===== config.mk =====
export PLATFORM = sky130hd
export DESIGN_NAME = prog_loader_flat
export DESIGN_NICKNAME = d
export VERILOG_FILES = /design/src/rtl/prog_loader_if.sv /design/src/rtl/prog_loader.sv /design/src/flat_wrapper.sv
export SDC_FILE = /design/constraint.sdc
export NUM_CORES = 1
export LEC_CHECK = 0
export ABC_CLOCK_PERIOD_IN_PS = 4700
export CAP_MARGIN = 20
export CORE_MARGIN = 2
export CORE_UTILIZATION = 40
export DETAILED_ROUTE_END_ITERATION = 6
export SLEW_MARGIN = 10
export SYNTH_ARGS = -nofsm -noshare
export SYNTH_HDL_FRONTEND = slang
export SYNTH_SLANG_ARGS = --single-unit

===== constraint.sdc =====
create_clock -name clk50 -period 4.7 [get_ports clk50]
set_clock_uncertainty 0.15 [all_clocks]
set_input_delay 0.94 -clock clk50 [delete_from_list [all_inputs] [get_ports clk50]]
set_output_delay 0.94 -clock clk50 [all_outputs]
set_load 0.05 [all_outputs]

===== src/rtl/prog_loader_if.sv =====
// Program byte stream into prog_loader: restart request, valid/data/last, and the ready response.
interface prog_loader_if;
    logic       load_start;
    logic       in_valid;
    logic [7:0] in_data;
    logic       in_last;
    logic       in_ready;

    modport master (output load_start, in_valid, in_data, in_last, input in_ready);
    modport slave  (input load_start, in_valid, in_data, in_last, output in_ready);
endinterface


===== src/rtl/prog_loader.sv =====
// Streams a program into instruction memory and holds the CPU in reset until the load completes.
// Optional PROG_LOADER_CHECKSUM_EN adds a trailing modulo-256 checksum byte verified in a CHECK state.
module prog_loader #(
    parameter int unsigned DEPTH = 32
) (
    input  logic                     clk50,
    input  logic                     reset,
    prog_loader_if.slave             bus,
    input  logic [7:0]               read_addr,
    output logic [7:0]               instruction,
    output logic                     cpu_reset,
    output logic [$clog2(DEPTH):0]   word_count,
    output logic                     load_err
);

    localparam int unsigned AW = $clog2(DEPTH);
    localparam int unsigned CW = AW + 1;

    typedef enum logic [2:0] {
        IDLE  = 3'd0,
        LOAD  = 3'd1,
        RUN   = 3'd2,
        ERR   = 3'd3
`ifdef PROG_LOADER_CHECKSUM_EN
        ,CHECK = 3'd4
`endif
    } state_t;

    state_t          state;
    state_t          state_nxt;
    logic [AW-1:0]   ptr;
    logic [7:0]      mem [DEPTH];
    logic            xfer;
    logic            load_xfer;
    logic            last_slot;

`ifdef PROG_LOADER_CHECKSUM_EN
    logic [7:0]      csum;
    logic            check_xfer;
`endif

    assign xfer      = bus.in_valid & bus.in_ready;
    assign load_xfer = xfer & (state == LOAD) & ~bus.load_start;
    assign last_slot = (ptr == AW'(DEPTH - 1));
`ifdef PROG_LOADER_CHECKSUM_EN
    assign check_xfer = xfer & (state == CHECK) & ~bus.load_start;
`endif

    // State register
    always_ff @(posedge clk50) begin
        if (reset) state <= IDLE;
        else       state <= state_nxt;
    end

    // Next-state logic; a restart request outranks any transfer in flight
    always_comb begin
        state_nxt = state;
        if (bus.load_start) begin
            state_nxt = LOAD;
        end else begin
            case (state)
                LOAD: begin
                    if (xfer) begin
                        if (bus.in_last) begin
`ifdef PROG_LOADER_CHECKSUM_EN
                            state_nxt = CHECK;
`else
                            state_nxt = RUN;
`endif
                        end else if (last_slot) begin
                            state_nxt = ERR;
                        end
                    end
                end
`ifdef PROG_LOADER_CHECKSUM_EN
                CHECK: begin
                    if (xfer) state_nxt = (bus.in_data == csum) ? RUN : ERR;
                end
`endif
                default: state_nxt = state;
            endcase
        end
    end

    // Moore outputs decoded from the state register
    always_comb begin
        bus.in_ready = 1'b0;
        cpu_reset    = 1'b1;
        case (state)
            LOAD:    bus.in_ready = 1'b1;
`ifdef PROG_LOADER_CHECKSUM_EN
            CHECK:   bus.in_ready = 1'b1;
`endif
            RUN:     cpu_reset    = reset;
            default: bus.in_ready = 1'b0;
        endcase
    end

    // Load bookkeeping: write pointer, stored byte count, sticky error
    always_ff @(posedge clk50) begin
        if (reset || bus.load_start) begin
            ptr        <= '0;
            word_count <= '0;
            load_err   <= 1'b0;
        end else if (load_xfer) begin
            ptr        <= ptr + AW'(1);
            word_count <= word_count + CW'(1);
            if (!bus.in_last && last_slot) load_err <= 1'b1;
        end
`ifdef PROG_LOADER_CHECKSUM_EN
        else if (check_xfer && (bus.in_data != csum)) begin
            load_err <= 1'b1;
        end
`endif
    end

`ifdef PROG_LOADER_CHECKSUM_EN
    // Running modulo-256 sum of stored program bytes
    always_ff @(posedge clk50) begin
        if (reset || bus.load_start) csum <= 8'h00;
        else if (load_xfer)          csum <= csum + bus.in_data;
    end
`endif

    // Instruction memory survives reset and restarts
    always_ff @(posedge clk50) begin
        if (!reset && load_xfer) mem[ptr] <= bus.in_data;
    end

    always_comb begin
        instruction = 8'h00;
        if ({1'b0, read_addr} < 9'(DEPTH)) instruction = mem[read_addr[AW-1:0]];
    end

endmodule


===== src/flat_wrapper.sv =====
// flat-port wrapper written by rule: the top's interface ports become plain ports
module prog_loader_flat 
#(
    parameter int unsigned DEPTH = 32
)
  (clk50, reset, read_addr, instruction, cpu_reset, word_count, load_err, bus_load_start, bus_in_valid, bus_in_data, bus_in_last, bus_in_ready);
  prog_loader_if bus_i ();
  input  logic clk50;
  input  logic reset;
  input  logic [7:0] read_addr;
  output logic [7:0] instruction;
  output logic cpu_reset;
  output logic [$clog2(DEPTH):0] word_count;
  output logic load_err;
  input wire logic [$bits(bus_i.load_start)-1:0] bus_load_start;
  input wire logic [$bits(bus_i.in_valid)-1:0] bus_in_valid;
  input wire logic [$bits(bus_i.in_data)-1:0] bus_in_data;
  input wire logic [$bits(bus_i.in_last)-1:0] bus_in_last;
  output wire logic [$bits(bus_i.in_ready)-1:0] bus_in_ready;
  assign bus_i.load_start = bus_load_start;
  assign bus_i.in_valid = bus_in_valid;
  assign bus_i.in_data = bus_in_data;
  assign bus_i.in_last = bus_in_last;
  assign bus_in_ready = bus_i.in_ready;
  prog_loader #(.DEPTH(DEPTH)) u_core (.clk50(clk50), .reset(reset), .bus(bus_i), .read_addr(read_addr), .instruction(instruction), .cpu_reset(cpu_reset), .word_count(word_count), .load_err(load_err));
endmodule

Yosys cells after proc, flatten, opt, wreduce, memory -nomap -nowiden
Memories as Yosys holds them, arrays and structs flattened.
Cells that the tools add are included.
Word-level totals
  bits in registers: 15
  memory bits (writable): 256
  input port bits: 21
  output and inout port bits: 17
  word-level logic and storage cells: 39
  memories: 1
Cells by class
  add/subtract/negate cells: 2
  magnitude comparators: 1
  eq/ne operators: 3
  muxes and demuxes: 10
  bitwise operators: 4
  reductions and logical operators: 13
Memories
  u_core.mem: words 32, width 8, rd ports 1, clocked after memory_dff 0, write ports 1, line prog_loader.sv:32  | logic [7:0] mem [DEPTH];
Operators by type and width (count)
  $lt A8 B6 Y1 const B: 1
  $mux W8: 1
  $mux W1: 7
  $add A6 B1 Y6 const B: 1
  $mux W3: 2
  $reduce_and A3 Y1: 2
  $reduce_bool A2 Y1: 3
  $add A5 B1 Y5 const B: 1
  $eq A5 B5 Y1 const B: 1
  $and A1 B1 Y1: 3
  $eq A3 B1 Y1 const B: 1
  $eq A3 B2 Y1 const B: 1
  $reduce_bool A3 Y1: 1
  $logic_and A1 B1 Y1: 2
  $logic_not A1 Y1: 2
  $reduce_and A2 Y1: 1
  $reduce_or A2 Y1: 1
  $logic_or A1 B1 Y1: 1
  $not A1 Y1: 1

Logic depth before layout (Yosys ltp)
  depth after elaboration: 8
  gate-level depth with buffers: 7
  mapped depth without buffers: 7

Least setup slack after synthesis
OpenSTA, ideal clock, no wires.
  path kind: input-to-output
  start: input port read_addr[0]
  end: output port instruction[1]
  data arrival time: 2.773 ns
  required time: 3.610 ns
  setup slack: 0.837 ns
  stages: 7
  path buffers: 4
  path through: buf_4 -> buf_4 -> buf_6 -> buf_6 -> nor2b_1 -> a22oi_1 -> a31oi_1
On the way
  longest elaborated chain between the ends: 2
  elaborated cells between the ends (all ways): 3
  classes of those cells: order compare: 1; mux: 1; memory: 1
RTL lines
  start, declared: line flat_wrapper.sv:10  | input logic [7:0] read_addr;
  $mem_v2 Z32 W8 / $lt A8 B6 Y1 (equally long branches)
  $mux W8 *: line prog_loader.sv:132  | if ({1'b0, read_addr} < 9'(DEPTH)) instruction = mem[read_addr[AW-1:0]];
  end, declared: line flat_wrapper.sv:11  | output logic [7:0] instruction;
Mark *: on every way between the ends. The rest lies on a longest branch, timed or not.

Worst setup path after layout
  start: input port read_addr[1]
  end: output port instruction[7]
The elaborated chain is that of the path after synthesis.

==> results by group <==
Routing
  – Routed Antenna Nets: 0
  – Vias: roughly 5200
  – Vias/cell: 5.529
  – # DRC: 1
  – Initial DRT Pass Iterations: 7
  – Initial drt markers: about 600
  – Drt wl/cell: between 20 and 25 µm
  – Total Wirelength: roughly 22000 µm

Placed design
  – HPWL reported at the end of detailed placement: between 10000 and 15000 µm
  – Port bufs: 37
  – Placed cell area: roughly 11000 µm²
  – RePlAce Congestion: between 0.8 and 0.9

Floorplanning
  – Initial Utilization: 0.4092
  – Row cnt: 59
  – CORE AREA: 26130 µm²
  – Die X-Extent: roughly 170 µm
  – Die area: around 28000 µm²
  – Die H: 167.5 µm
  – Num ports: 38

GRT
  – Global-route usage over all layers: 0.1635
  – Largest net degree at the start of global routing: 37
  – Vias in the first global route: 5485
  – Grt ovf: 0
  – Initial antenna violation count: 0
  – Global-route wire length before repair: around 34000 µm

Setup path
  – CP Capture Type: output pin
  – R2R Path Start: u_core.state[1]
  – Critical path fanouts, max: 14
  – CP startpoint: read_addr[1]
  – Critical path class: input pin to output pin
  – CP Data Required Time: 3610 ps
  – Arrival @ worst endpoint: 3040 ps
  – CP startpoint kind: input pin

Final layout
  – Nets: approximately 620
  – FILL cells: ~2200
  – Layout cells sized above 1: 0.2115
  – Area Overhead vs Synth: 14.90%
  – Fin area: between 10000 and 15000 µm²
  – Final core occ: 0.4701
  – N_diodes: 0

Power
  – Psw: ~1000 µW
  – Pwr Density: between 400 and 500 nW/µm²
  – Leak: a little under 0.004 µW
  – Worst vdd ir: between 0.2 and 0.25 mV
  – Sw Share: 0.2017
  – Seq pwr share: 0.532
  – Int Pwr: 3949 µW
  – Combinational share of power: 0.048
  – Clock Power Share: 0.420

Synth
  – FFs w/ async S/R, synth: 0
  – Area leader, netlist: edfxtp_1
  – Number of synthesized register bits: 270
  – Most instantiated cells after synthesis: edfxtp_1 (256), mux4_2 (57), nor2_1 (51), nand2_1 (24), mux2i_1 (21)
  – Yosys Warn Count: 0
  – Mapped cell area: 10690 µm²
  – Synth Area in Adders: 0.007021
  – Unique masters post-synth: 35
  – Seq/Total Area, Yosys: 0.7451
  – Top FF cell, synth: edfxtp_1
  – Post-synthesis mux area share: 0.1601
  – Post-synthesis cell count: approximately 530
  – XOR/XNOR Fraction of Synth Area: 0.006553
  – Top post-synthesis cells by area: edfxtp_1 (72%), mux4_2 (12%), dfxtp_1 (2.6%)
  – Mean Syn Cell Area: roughly 20 µm²
  – Post-synth EDFFs: between 200 and 300
  – Main combinational cell family by area after synthesis: multiplexers
  – Mapped Nets: 560
  – Post-synth top area share: 0.7189
  – Simple-gate share of the synthesized area: 0.04353
  – Most frequent cell after synthesis: edfxtp_1
  – Post-synthesis compound-gate area fraction: 0.01849

Clock tree
  – Worst-path clk slew: about 60 ps
  – Skew-Pair Late Insertion Delay: around 520 ps
  – Sink Count: between 200 and 300
  – Count of cells resized by post-cts repair: 0
  – H-tree lvl count: 1
  – Root Driver: clkbuf_16
  – Clock Tree Buf Depth: 3
  – CTS tree: built
  – Hold-fix buffers, CTS: 0
  – Total CTS buffers: 27
  – Setup bufs post-CTS: 0

Worst hold path
  – Worst Min Path Start: u_core.word_count[1]
  – Min-Delay Path Class: flip-flop to flip-flop

Timing
  – Final Slew Violations: 0
  – Endpoints failing setup: 0
  – Final period utilization: 0.8790
  – RSZ-0062 raised after global routing: false
  – Final Hold Vio Count: 0
  – TNS Setup: 0 ps
  – Min Tclk post-route: about 4100 ps
  – Fmax: around 240 MHz
  – Worst-Margin Slew: about 940 ps
  – Worst slew margin: 0.3617

Run status
  – Outcome: complete, but fails checks
  – Failing checks: design-rule violations

Flow run
  – Max_cap viols: 0
-- kinds of logic after synthesis --
logic type	count (synthesis)
flops	270
xor+xnor	8
fa+ha+maj	6
mux	88
simple gates	102
compound gates	29
buf+inv	30
-- final timing paths --
path         slack (ps)                    to  depth (start not counted)
min                 340  u_core.word_count[1]                          2
min reg2reg         340  u_core.word_count[1]                          2
max reg2reg        2030     u_core.mem[22][3]                          4
max                 570        instruction[7]                          7
-- power by group through the flow --
stage,clock [µW],sequential (µW),combinational (µW)
after floorplan,0,2690,138
final,2080,2630,237
after global placement,0,2690,232
after global routing,2200,2630,255
after detailed placement,0,2690,238
after CTS,2100,2630,238
-- sequential cells by signal (all words and copies together) (netlist names) --
name / count
u_core.ptr: 5
u_core.word_count: 6
u_core.state: 2
u_core.mem: 256
u_core.load_err: 1
-- per-layer routing --
metal | vias up | part of all wire | track usage
li1 | 2280 | - | -
met1 | 2719 | 0.43 | 0.2233
met2 | 175 | 0.47 | 0.2629
met3 | 51 | 0.058 | 0.03049
met4 | 0 | 0.038 | 0.06427
met5 | - | 0 | 0
-- worst max-delay path: stages --
cell      delay [ps]
buf_4            270
buf_4            280
mux4_1           620
mux2i_1          340
o211ai_1         130
and3_1           250
buf_4            200
-- layout make-up --
| class | count | area (µm²) | share of cell area |
|---|---|---|---|
| clock buffers | 34 | 701.9 | 0.05713 |
| clock inverters | 15 | 148.9 | 0.01212 |
| inverters | 3 | 11.26 | 0.0009166 |
| multi-input cells | 233 | 2520 | 0.2051 |
| flip-flops and latches | 270 | 7968 | 0.6485 |
| well taps | 335 | 419.2 | 0.03412 |
| repair buffers | 55 | 516.7 | 0.04206 |
-- layout by cell type, fill, tap and decap left out, types with 3 or more instances in the layout --
cell type | synthesis | layout
a21oi_1 | 9 | 9
a221o_1 | 3 | 3
a22oi_1 | 8 | 8
a31oi_1 | 4 | 4
and3_1 | 7 | 7
buf_4 | 3 | 22
bufinv_16 | 0 | 3
clkbuf_1 | 6 | 7
clkbuf_16 | 0 | 27
clkdlybuf4s50_1 | 0 | 26
clkinv_1 | 0 | 5
clkinv_2 | 0 | 5
dfxtp_1 | 14 | 14
edfxtp_1 | 256 | 256
ha_1 | 6 | 6
inv_1 | 3 | 3
mux2_2 | 3 | 3
mux2i_1 | 21 | 21
mux4_1 | 7 | 7
mux4_2 | 57 | 57
nand2_1 | 24 | 24
nand3b_1 | 4 | 4
nand4_1 | 3 | 3
nor2_1 | 51 | 51
nor2b_1 | 4 | 4
o211ai_1 | 5 | 5
xor2_1 | 6 | 6
-- stage by stage --
stage	total power (µW)	hold slack [ps]	cells	setup slack (ps)
finish	4947	341.3	945	568.8
global route	5089	399.8	945	488.7
CTS	4975	345.4	943	553.5
detailed placement	2923	330.7	894	557.8
global placement	2918	324.9	893	580.9
floorplan	2824	331.5	533	836.7
Note: power is estimated with default switching activity, not from simulation.
